--- src/rtl/des_ahb_pkg.sv ---
// Shared constants and types for the AHB-Lite front end of the Triple-DES core.
// Register offsets are relative to HADDR[5:0].
package des_ahb_pkg;

   localparam logic [5:0] OFF_KEY1_HI = 6'h00;
   localparam logic [5:0] OFF_KEY1_LO = 6'h04;
   localparam logic [5:0] OFF_KEY2_HI = 6'h08;
   localparam logic [5:0] OFF_KEY2_LO = 6'h0C;
   localparam logic [5:0] OFF_KEY3_HI = 6'h10;
   localparam logic [5:0] OFF_KEY3_LO = 6'h14;
   localparam logic [5:0] OFF_DIN_HI  = 6'h18;
   localparam logic [5:0] OFF_DIN_LO  = 6'h1C;
   localparam logic [5:0] OFF_CTRL    = 6'h20;
   localparam logic [5:0] OFF_STATUS  = 6'h24;
   localparam logic [5:0] OFF_DOUT_HI = 6'h28;
   localparam logic [5:0] OFF_DOUT_LO = 6'h2C;
   localparam logic [5:0] OFF_LIMIT   = 6'h30;

   localparam logic [1:0] HTRANS_IDLE   = 2'b00;
   localparam logic [1:0] HTRANS_BUSY   = 2'b01;
   localparam logic [1:0] HTRANS_NONSEQ = 2'b10;
   localparam logic [1:0] HTRANS_SEQ    = 2'b11;

   localparam logic [2:0] HSIZE_WORD = 3'b010;

   localparam logic HRESP_OKAY  = 1'b0;
   localparam logic HRESP_ERROR = 1'b1;

   typedef enum logic [2:0] {
      IDLE,
      DATA,
      WAIT,
      ERR1,
      ERR2
   } state_t;

endpackage

--- src/rtl/ahb_err_resp.sv ---
// Two-cycle AHB ERROR response: stall with ERROR, then release with ERROR.
// err_go is asserted in the cycle whose edge enters the first error cycle.
module ahb_err_resp
   import des_ahb_pkg::*;
(
   input  logic clk,
   input  logic rst,
   input  logic err_go,
   output logic err_stall,
   output logic err_resp
);

   logic stall_q, stall_d;
   logic resp_q, resp_d;

   always_comb begin
      stall_d = err_go;
      resp_d  = (err_go || stall_q) ? HRESP_ERROR : HRESP_OKAY;
   end

   always_ff @(posedge clk or posedge rst) begin
      if (rst) begin
         stall_q <= 1'b0;
         resp_q  <= HRESP_OKAY;
      end else begin
         stall_q <= stall_d;
         resp_q  <= resp_d;
      end
   end

   assign err_stall = stall_q;
   assign err_resp  = resp_q;

endmodule

--- src/rtl/ahb_des_slave.sv ---
// AHB-Lite slave holding Triple-DES keys, input block, control/status and the
// captured result; DOUT reads stall until the core completes or time out.
module ahb_des_slave
   import des_ahb_pkg::*;
#(
   parameter int unsigned TIMEOUT_CYCLES = 64,
   parameter int unsigned CNT_W          = 7
) (
   input  logic        HCLK,
   input  logic        HRESET,
   input  logic        HSEL,
   input  logic [31:0] HADDR,
   input  logic        HWRITE,
   input  logic [1:0]  HTRANS,
   input  logic [2:0]  HSIZE,
   input  logic [31:0] HWDATA,
   input  logic        HREADY,
   output logic [31:0] HRDATA,
   output logic        HREADYOUT,
   output logic        HRESP,
   output logic [63:0] key1,
   output logic [63:0] key2,
   output logic [63:0] key3,
   output logic [63:0] data_in,
   output logic        decrypt,
   output logic        start,
   input  logic        core_done,
   input  logic [63:0] core_out
);

   state_t             state_q, state_d;
   logic [5:0]         addr_q, addr_d;
   logic               write_q, write_d;
   logic [CNT_W-1:0]   cnt_q, cnt_d;
   logic [63:0]        key1_q, key1_d, key2_q, key2_d, key3_q, key3_d;
   logic [63:0]        din_q, din_d, dout_q, dout_d;
   logic               dec_q, dec_d, busy_q, busy_d, done_q, done_d;
   logic               start_q, start_d;

   logic [5:0]         off_in;
   logic               accept, dout_sel, illegal, done_hit;
   logic               err_stall, err_resp;
   logic               unused_addr;

   assign unused_addr = ^HADDR[31:6];

   always_comb begin
      off_in   = HADDR[5:0];
      dout_sel = (off_in == OFF_DOUT_HI) || (off_in == OFF_DOUT_LO);
      accept   = HSEL && HREADY && (HTRANS inside {HTRANS_NONSEQ, HTRANS_SEQ})
                 && (state_q inside {IDLE, DATA, ERR2});
      illegal  = (HSIZE != HSIZE_WORD) || (off_in[1:0] != 2'b00) || (off_in >= OFF_LIMIT)
                 || (HWRITE && ((off_in == OFF_STATUS) || dout_sel))
                 || (HWRITE && busy_q && (off_in <= OFF_CTRL));
      done_hit = core_done && busy_q;
   end

   always_comb begin
      state_d = state_q;
      addr_d  = addr_q;
      write_d = write_q;
      cnt_d   = '0;
      key1_d  = key1_q;
      key2_d  = key2_q;
      key3_d  = key3_q;
      din_d   = din_q;
      dout_d  = dout_q;
      dec_d   = dec_q;
      busy_d  = busy_q;
      done_d  = done_q;
      start_d = 1'b0;

      if (done_hit) begin
         dout_d = core_out;
         busy_d = 1'b0;
         done_d = 1'b1;
      end

      // Data-phase writes come after the completion update so a start wins.
      if (state_q == DATA && write_q) begin
         case (addr_q)
            OFF_KEY1_HI: key1_d[63:32] = HWDATA;
            OFF_KEY1_LO: key1_d[31:0]  = HWDATA;
            OFF_KEY2_HI: key2_d[63:32] = HWDATA;
            OFF_KEY2_LO: key2_d[31:0]  = HWDATA;
            OFF_KEY3_HI: key3_d[63:32] = HWDATA;
            OFF_KEY3_LO: key3_d[31:0]  = HWDATA;
            OFF_DIN_HI:  din_d[63:32]  = HWDATA;
            OFF_DIN_LO:  din_d[31:0]   = HWDATA;
            OFF_CTRL: begin
               dec_d = HWDATA[1];
               if (HWDATA[0]) begin
                  start_d = 1'b1;
                  busy_d  = 1'b1;
                  done_d  = 1'b0;
               end
            end
            default: ;
         endcase
      end

      case (state_q)
         WAIT: begin
            if (done_hit) begin
               state_d = DATA;
            end else if (cnt_q == CNT_W'(TIMEOUT_CYCLES - 1)) begin
               state_d = ERR1;
            end else begin
               cnt_d = cnt_q + 1'b1;
            end
         end
         ERR1: state_d = ERR2;
         default: begin
            if (accept) begin
               addr_d  = off_in;
               write_d = HWRITE;
               if (illegal)
                  state_d = ERR1;
               else if (!HWRITE && dout_sel && busy_q && !core_done)
                  state_d = WAIT;
               else
                  state_d = DATA;
            end else begin
               state_d = IDLE;
            end
         end
      endcase
   end

   always_ff @(posedge HCLK or posedge HRESET) begin
      if (HRESET) begin
         state_q <= IDLE;
         addr_q  <= '0;
         write_q <= 1'b0;
         cnt_q   <= '0;
         key1_q  <= '0;
         key2_q  <= '0;
         key3_q  <= '0;
         din_q   <= '0;
         dout_q  <= '0;
         dec_q   <= 1'b0;
         busy_q  <= 1'b0;
         done_q  <= 1'b0;
         start_q <= 1'b0;
      end else begin
         state_q <= state_d;
         addr_q  <= addr_d;
         write_q <= write_d;
         cnt_q   <= cnt_d;
         key1_q  <= key1_d;
         key2_q  <= key2_d;
         key3_q  <= key3_d;
         din_q   <= din_d;
         dout_q  <= dout_d;
         dec_q   <= dec_d;
         busy_q  <= busy_d;
         done_q  <= done_d;
         start_q <= start_d;
      end
   end

   ahb_err_resp u_err (
      .clk       (HCLK),
      .rst       (HRESET),
      .err_go    (state_d == ERR1),
      .err_stall (err_stall),
      .err_resp  (err_resp)
   );

   always_comb begin
      HRDATA = '0;
      if (state_q == DATA && !write_q) begin
         case (addr_q)
            OFF_KEY1_HI: HRDATA = key1_q[63:32];
            OFF_KEY1_LO: HRDATA = key1_q[31:0];
            OFF_KEY2_HI: HRDATA = key2_q[63:32];
            OFF_KEY2_LO: HRDATA = key2_q[31:0];
            OFF_KEY3_HI: HRDATA = key3_q[63:32];
            OFF_KEY3_LO: HRDATA = key3_q[31:0];
            OFF_DIN_HI:  HRDATA = din_q[63:32];
            OFF_DIN_LO:  HRDATA = din_q[31:0];
            OFF_CTRL:    HRDATA = {30'b0, dec_q, 1'b0};
            OFF_STATUS:  HRDATA = {30'b0, done_q, busy_q};
            OFF_DOUT_HI: HRDATA = dout_q[63:32];
            OFF_DOUT_LO: HRDATA = dout_q[31:0];
            default:     HRDATA = '0;
         endcase
      end
   end

   assign HREADYOUT = (state_q != WAIT) && !err_stall;
   assign HRESP     = err_resp;
   assign key1      = key1_q;
   assign key2      = key2_q;
   assign key3      = key3_q;
   assign data_in   = din_q;
   assign decrypt   = dec_q;
   assign start     = start_q;

endmodule

--- config.mk ---
export PLATFORM = sky130hd
export DESIGN_NAME = ahb_des_slave
export DESIGN_NICKNAME = d
export VERILOG_FILES = /design/src/rtl/des_ahb_pkg.sv /design/src/rtl/ahb_err_resp.sv /design/src/rtl/ahb_des_slave.sv
export SDC_FILE = /design/constraint.sdc
export NUM_CORES = 1
export LEC_CHECK = 0
export BUFFER_PORTS_ARGS = -buffer_cell sky130_fd_sc_hd__buf_2
export CORE_UTILIZATION = 48
export DETAILED_ROUTE_END_ITERATION = 10
export GPL_TIMING_DRIVEN = 0
export PLACE_DENSITY_LB_ADDON = 0.15
export SYNTH_ARGS = -nofsm -noshare
export SYNTH_HDL_FRONTEND = slang
export SYNTH_HIERARCHICAL = 1
export SYNTH_SLANG_ARGS = --single-unit
--- constraint.sdc ---
create_clock -name HCLK -period 9.45 [get_ports HCLK]
set_input_delay 0.945 -clock HCLK [delete_from_list [all_inputs] [get_ports HCLK]]
set_output_delay 0.945 -clock HCLK [all_outputs]
set_load 0.01 [all_outputs]
# After elaboration in Yosys (flattened, before gate mapping)
# Index checks and enable logic that the tools add are counted.
# totals
ff_bits	343
out_inout_bits	292
wordCells	110
# op_classes
addsub	1
order_cmp	2
n_eq_ne	24
mux	23
bitwise	1
reduce_logical	40
# op_table
cell	count
case mux 32 bit (12 select lines)	1
equality test 6 bit, second input constant	7
two-way mux 32 bit	1
equality test 6 x 5 -> 1 bit, second input constant	4
two-way mux 7 bit	3
AND reduction 2 bit	10
logical AND 1 bit	13
equality test 6 x 4 -> 1 bit, second input constant	2
two-way mux 1 bit	12
equality test 3 x 2 -> 1 bit, second input constant	3
two-way mux 3 bit	3
adder 7 x 1 -> 7 bit, second input constant	1
equality test 7 x 6 -> 1 bit, second input constant	1
logical OR 1 bit	7
equality test 6 x 3 -> 1 bit, second input constant	1
>= comparator 6 bit, second input constant	1
<= comparator 6 bit, second input constant	1
zero test 6 bit	1
!= test 3 x 2 -> 1 bit, second input constant	2
case mux 3 bit (2 select lines)	1
equality test 2 bit, second input constant	2
zero test 1 bit	4
two-way mux 2 bit	2
nonzero test 2 bit	2
other kinds (6)	6

# Depth between registers and ports, before layout
# Gate-level depths: netlist of run 1.
# logic_depth
depth_word	12
mapped_depth	7
mapped_depth_nobuf	6

# Hierarchy
# Netlist of run 1, hierarchy kept.
# by_module_without_submodules
module	n_inst	cells_per_inst	area_each_um2	seq_area_each_um2
ahb_des_slave	1	1119	15977.8	8533.2
ahb_err_resp	1	4	60.1	50.0

# Worst setup path before layout of run 1
# OpenSTA, ideal clock, no wires.
# synth_path
path_type	flip-flop to output port
startpoint	reg addr_q[0]
endpoint	out HRDATA[0]
arrival_time_ps	1943
required_time_ps	8505
slack_ps	6562
path_stages_with_launch	8
n_path_buf	3
path_cell_list	dfrtp_1 buf_2 or4b_4 buf_6 nor2_4 buf_2 a222oi_1 a31oi_1
# synth_between
elab_chain_len	3
word_cells_on_any_way	14
# synth_lines
item	line_no	rtl
from (decl)	ahb_des_slave.sv:32	logic [5:0] addr_q, addr_d;
from (signal assigned)	ahb_des_slave.sv:147	addr_q <= addr_d;
equality test 6 bit, or another cell as far along	ahb_des_slave.sv:173	case (addr_q)
case mux 32 bit (12 select lines) *	ahb_des_slave.sv:173	
two-way mux 32 bit *	ahb_des_slave.sv:172	if (state_q == DATA && !write_q) begin
to (decl)	ahb_des_slave.sv:18	output logic [31:0] HRDATA,
# Every way passes the cells marked *; elsewhere a longest branch is shown, timed or not.

# Worst setup path in the final report of run 1
# layout_path
startpoint	reg addr_q[0]
endpoint	out HRDATA[11]
# The elaborated chain is that of the path after synthesis.

==> results.cfg, run 1 <==
[floorplan]
core_um2 = 32700
rows = 66
die_w_um = 185
die_area_um2 = 34100
start_util_pct = 49.0
pin_count = 431
die_height_um = 185

[power]
swShare_pct = 33.8
p_leak_nw = 9.87
p_clk_share_pct = 34.6
combPwrFrac_pct = 27.0
switchingPower_mw = 1.46
p_int_mw = 2.87
powerDensity_nw_per_um2 = 216
p_seq_share_pct = 38.4
vdd_ir_drop_max_uv = 170

[cells_and_area]
seq_area_um2 = 8580
utilization_pct = 61.3
multi_input_area_um2 = 7020
postLayoutCellArea_um2 = 20100
area_growth_pct = 25.1
final_layout_size_suffix_gt1_share_pct = 53.8
fin_nets = 1716
fin_cells = 2043
n_fill_cell = 2691

[timing]
setup_violations = 0
finalCritPeriodShare_pct = 48.8
fin_setup_tns_ps = 0
clock_skew_ps = 8.16
maxSlewHeadroom_pct = 7.97
hold_viol_final = 0
maxSlewViolCount = 0
rsz0062_at_grt = false
min_period_ps = 4620
clock.fmax_mhz = 217
max_slew.worst_pin.slew_ps = 1380

[logic_synthesis]
ys.flop_type = dfrtp_1
yosys.cell_types.count = 59
yosysTopAreaCell = dfrtp_1
async_reset_ff_share_pct = 100
synth_nets = 1263
netlist_instances = 1123
yosysWarnings = 6
synth_seq_area_share_pct = 53.5
syn_area_um2 = 16000
ys_ff_latch = 343
synth.area.top_cells = dfrtp_1, mux2_2, mux2_4, a22oi_1, mux2_1
syn_area_per_cell_um2 = 14.3
synth_edf_count = 0
netlist.area_leader.share_pct = 53.5

[setup_path]
slowest_stage = nor4b_2
cpMostUsedCell = buf_2
cp-start-kind = flip-flop
critPathMaxFanout = 10
cp_num_buf_inv = 3
cpLargestDelayFamily = simple AND/OR/NAND/NOR gates
worstPathArrival_ps = 3670
ff2ff_path_depth = 6
slowest_delay_ps = 880
worstSetupEndpointType = primary output
cp.required_ps = 8510
rr_startpoint = state_q[1]
worstSetupPathType = reg2out
cp-startpoint = addr_q[0]
path_cells = buf_2 -> nor4b_2 -> clkbuf_1 -> and3_1 -> a221oi_1 -> a31oi_1 -> buf_2
path_depth = 7

[grt]
grt_start_max_net_pins = 41
antenna_found_initial = 3
grt_pass1_vias = 12395
grt_pass1_wl_mm = 86.2
grt_use_total_pct = 35.7
grt_overflow_total = 0

[cts]
cts_sinks = 343
cts_htree_levels = 2
ctsResizeCount = 0
clock_latency_ps = 530
cts_made_buffers = 38
post_cts_buffers = 0
cts-root-buf = clkbuf_16
clk_pin_slew_ps = 60
clockBufferDepth = 3
ctsHoldBuffers = 0
cts_tree = done

[placement]
dp_hpwl_mm = 42.5
postPlaceCellArea_um2 = 18800
place.gp.congestion = 0.900
placed_cells = 1978
place.port_buffers = 403

[min_path]
min_path_type = in2async

[drt]
wl_per_cell_um = 29.9
drtIter0Drc = 1223
drc_errors = 0
via_per_inst = 6.14
first_pass_iters = 7
routed_wl_mm = 61.1
postRouteAntennaNets = 0
vias = 12543

[flow_run]
drv_cap = 0

[status]
outcome = finished clean
through the flow:
step / worst slack (ps) / power [mW] / hold WS [ps]
6_report: 4830 / 4.34 / 286
3_5_place_dp: 5470 / 2.83 / 453
5_1_grt: 4800 / 4.44 / 274
3_3_place_gp: 1830 / 2.81 / 442
4_1_cts: 4900 / 4.32 / 273
2_1_floorplan: 3940 / 2.29 / 425
state kept, by name (all words and copies together) (netlist names), 3 cells and up:
name / flops
key1: 64
state_q: 3
dout_q: 64
cnt_q: 7
data_in: 64
key2: 64
addr_q: 6
key3: 64
cells in the mapped netlist (2+ instances only):
cell type / count
clkbuf_1: 30
and3_1: 48
a222oi_1: 10
dfrtp_1: 343
nor2b_1: 2
nand2b_1: 3
mux2_4: 120
nor3b_1: 2
nand2_1: 17
a2bb2oi_1: 4
o22ai_1: 8
buf_1: 7
a31oi_1: 30
a21o_1: 2
a22o_1: 8
a22oi_1: 47
nor2_4: 6
mux2i_1: 16
nor4_1: 5
nor2_8: 4
xnor2_1: 3
o21a_1: 3
buf_6: 14
o2bb2ai_1: 6
nand2_4: 4
nand3b_1: 14
nor3_1: 6
mux2_2: 208
o22a_1: 3
nand2_2: 3
nor2_1: 10
and2_1: 5
a2111oi_0: 13
o21ai_0: 3
a21oi_1: 6
inv_1: 3
mux2_1: 30
o32a_1: 2
a221oi_1: 17
nand3_1: 11
buf_2: 27
a41oi_1: 3
logic make-up (layout without fill, tap and decap cells):
kind of cell,after synthesis,in the layout,share of synthesized area (%)
AO/OA/AOI/OAI,166,166,7.94
XOR/XNOR,4,4,0.218
adder cells (fa/ha/maj),1,1,0.0780
buffers and inverters,82,558,2.81
flip-flops,343,343,53.5
multiplexers,375,375,29.1
other,0,2,0
AND/OR/NAND/NOR,152,152,6.35
worst register-to-register path: cells and delay by family, from the launching register on:
kind / cells / cell delay (ps)
buf+inv: 2 / 720
flops: 1 / 400
mux: 1 / 330
simple gates: 3 / 1060
power by group through the flow:
stage          registers (mW)  clock network, mW  logic [mW]
2_1_floorplan            1.70                  0       0.591
3_3_place_gp             1.68                  0        1.12
3_5_place_dp             1.69                  0        1.14
4_1_cts                  1.66               1.51        1.15
5_1_grt                  1.68               1.57        1.20
6_report                 1.67               1.50        1.17
path summary, 6_finish.rpt:
kind                                   to  slack [ps]
setup reg to reg                 key2[13]        6820
hold reg to reg            u_err/err_resp         460
min in group HCLK          u_err/err_resp         460
setup / recovery               HRDATA[11]        4830
hold / removal             u_err/err_resp         290
max in group asynchronous        key1[45]        7890
layout by cell type, fill, tap and decap left out, types with 17 or more instances in the layout:
master / n
dfrtp_1: 343
mux2_2: 208
clkbuf_16: 41
buf_2: 430
a31oi_1: 30
nand2_1: 17
mux2_4: 120
a221oi_1: 17
mux2_1: 30
and3_1: 48
a22oi_1: 47
clkbuf_1: 40
final cells by class:
type | instances | area share (%)
Sequential cell | 343 | 42.8
Multi-Input combinational cell | 698 | 35.0
Timing Repair Buffer | 413 | 11.0
Clock buffer | 62 | 6.06
Tap cell | 442 | 2.76
Buffer | 79 | 2.19
Clock inverter | 1 | 0.150
Inverter | 3 | 0.0748
Antenna cell | 2 | 0.0249
routing by layer:
layer	wire [um]	up-vias	track usage, %
li1	-	5165	-
met1	25100	6531	48.4
met2	28000	692	55.7
met3	5290	155	7.06
met4	2740	0	15.3
met5	0	-	0
Power figures use the tool's default switching activity.
==> run 2, diff against run 1 <==
ABC_AREA = 1   (was not set)
CORE_UTILIZATION = 50   (was 48)
clock period = 4.8 ns   (was 9.45 ns; I/O delays follow)
==> run 2 against run 1 <==
Against the previous run: sequential power grew 120%; clock skew is essentially flat; global-route usage grew 1.1 points; synthesized cell count grew 75%; via count grew 23%; cell area shrank 2.6%; worst setup slack lost 3500 ps.
==> results.cfg, run 2 <==
[status]
outcome = finished clean

[logic_synthesis]
synth.area.top_cells = dfrtp_1, nand2_1, o21ai_0, inv_1, o21ai_1
ys_top_cells_by_count = nand2_1, dfrtp_1, o21ai_0, inv_1, o21ai_1
ys.flop_type = dfrtp_1
syn_area_um2 = 15500
yosys.cell_types.count = 32
synth_edf_count = 0
ys_ff_latch = 343
synth_seq_area_share_pct = 55.3
yosysTopAreaCell = dfrtp_1
async_reset_ff_share_pct = 100
syn_area_per_cell_um2 = 7.91
synth.most_common_cell = nand2_1
netlist.area_leader.share_pct = 55.3
yosysWarnings = 6
synth_nets = 2104
netlist_instances = 1964

[grt]
grt_overflow_total = 0
grt_pass1_wl_mm = 85.7
grt_pass1_vias = 14230
grt_start_max_net_pins = 43
grt_use_total_pct = 36.8
antenna_found_initial = 4

[cells_and_area]
fin_cells = 2843
seq_area_um2 = 8580
utilization_pct = 63.9
final_common_cell = nand2_1
area_growth_pct = 25.8
final_layout_size_suffix_gt1_share_pct = 23.1
final_cell_mix = nand2_1, buf_2, dfrtp_1, o21ai_0, inv_1
postLayoutCellArea_um2 = 19500
multi_input_area_um2 = 5920
n_fill_cell = 2785
fin_nets = 2557

[cts]
clockBufferDepth = 3
cts-root-buf = clkbuf_16
cts_made_buffers = 38
cts_sinks = 343
clk_pin_slew_ps = 60
cts_tree = done
cts_htree_levels = 2
clock_latency_ps = 530
post_cts_buffers = 0
ctsResizeCount = 0

[setup_path]
path_cells = inv_1 -> nand3b_4 -> nor2_1 -> buf_2 -> nand2_1 -> inv_1 -> buf_2
slowest_stage = nor2_1
critPathMaxFanout = 10
worstSetupPathType = reg2out
cp-start-kind = flip-flop
worstPathArrival_ps = 2940
cp.required_ps = 4320
worstSetupEndpointType = primary output
ff2ff_path_depth = 6
slowest_delay_ps = 810

[placement]
dp_hpwl_mm = 41.8
place.port_buffers = 403
post-place-ws_ps = 1550
placed_cells = 2772
postPlaceCellArea_um2 = 18200
place.gp.congestion = 0.916

[power]
p_leak_nw = 10.6
p_seq_share_pct = 40.3
powerDensity_nw_per_um2 = 472
combPwrFrac_pct = 27.5
p_total_mw = 9.22
vdd_ir_drop_max_uv = 261
p_int_mw = 5.99
switchingPower_mw = 3.22
p_clk_share_pct = 32.3
swShare_pct = 35.0

[min_path]
min_path_type = in2reg
worstHoldPathCells = 3

[timing]
finalCritPeriodShare_pct = 71.3
layout_setup_ws_ps = 1380
fin_setup_tns_ps = 0
min_period_ps = 3420
clock.fmax_mhz = 292
whs_ps = 137
clock_skew_ps = 8.33
hold_viol_final = 0
maxSlewHeadroom_pct = 30.0
max_slew.worst_pin.slew_ps = 1050
rsz0062_at_grt = false
maxSlewViolCount = 0
setup_violations = 0

[floorplan]
die_w_um = 178
pin_count = 431
die_height_um = 178
core_um2 = 30600
rows = 64
start_util_pct = 50.8
die_area_um2 = 31800

[drt]
wl_per_cell_um = 20.5
drtIter0Drc = 1523
via_per_inst = 5.41
routed_wl_mm = 58.4
first_pass_iters = 5
drc_errors = 0
postRouteAntennaNets = 0
vias = 15369

[flow_run]
drv_cap = 0
-- run 2: cell count changes after synthesis, moves of 30 or more --
cell,change
and3_1,-48
mux2_2,-207
mux2_1,-30
o21ai_0,+218
inv_1,+141
nand2_1,+848
a22oi_1,-47
a31oi_1,-30
o21ai_1,+103
mux2_4,-120
nand3_1,+45
nor2_1,+82
-- run 2: area by class of cell --
type	count	share of cell area [%]
buffer	95	2.43
inverter	149	2.90
sequential	343	43.9
clock inverter	11	0.423
timing repair buffer	413	11.3
antenna	3	0.0384
clock buffer	56	6.10
tap	396	2.54
multi-input combinational	1377	30.3
-- run 2: final timing paths --
check                                 end  slack (ps)             from
max in group asynchronous        key3[40]        3190           HRESET
min in group asynchronous  u_err/err_resp         380           HRESET
max reg2reg                    dout_q[39]        1650           busy_q
min                            dout_q[31]         140     core_out[31]
min reg2reg                u_err/err_resp         440  u_err/err_stall
max                            HRDATA[30]        1380       state_q[1]
-- run 2: power by group through the flow --
stage | logic, mW | registers, mW | clock network (mW)
final | 2.53 | 3.71 | 2.97
after global routing | 2.82 | 3.76 | 3.10
after CTS | 2.52 | 3.70 | 2.99
after detailed placement | 2.50 | 3.74 | 0
after global placement | 2.44 | 3.73 | 0
after floorplan | 1.40 | 3.82 | 0
-- run 2: kinds of logic (layout without fill, tap and decap cells) --
logic type      count (synthesis)  count (layout)  synth area share (%)
compound gates                327             327                  10.6
xor+xnor                        2               2                 0.113
fa+ha+maj                       1               1                0.0806
buf+inv                       244             724                  6.68
flops                         343             343                  55.3
mux                             1               1                0.0725
other cells                     0               3                     0
simple gates                 1046            1046                  27.1
-- run 2: what timing repair did --
| item | 4_1_cts | 5_1_grt |
|---|---|---|
| hold buffers | 1 | 0 |
| setup endpoints to repair | 0 | 0 |
| endpoints found under the hold margin | 14 | 0 |
-- run 2: critical path: cells and delay by family, from the launching register on --
kind,cells,cell delay [ps]
buf+inv,4,890
flops,1,390
simple gates,3,1120
-- run 2: metal layers --
metal / GRT usage [%] / wire length, um / up-vias
met1: 48.8 / 23400 / 7266
met4: 17.4 / 2810 / 4
li1: - / - / 7058
met2: 57.1 / 26200 / 878
met3: 8.48 / 5950 / 163
met5: 0 / 27 / -
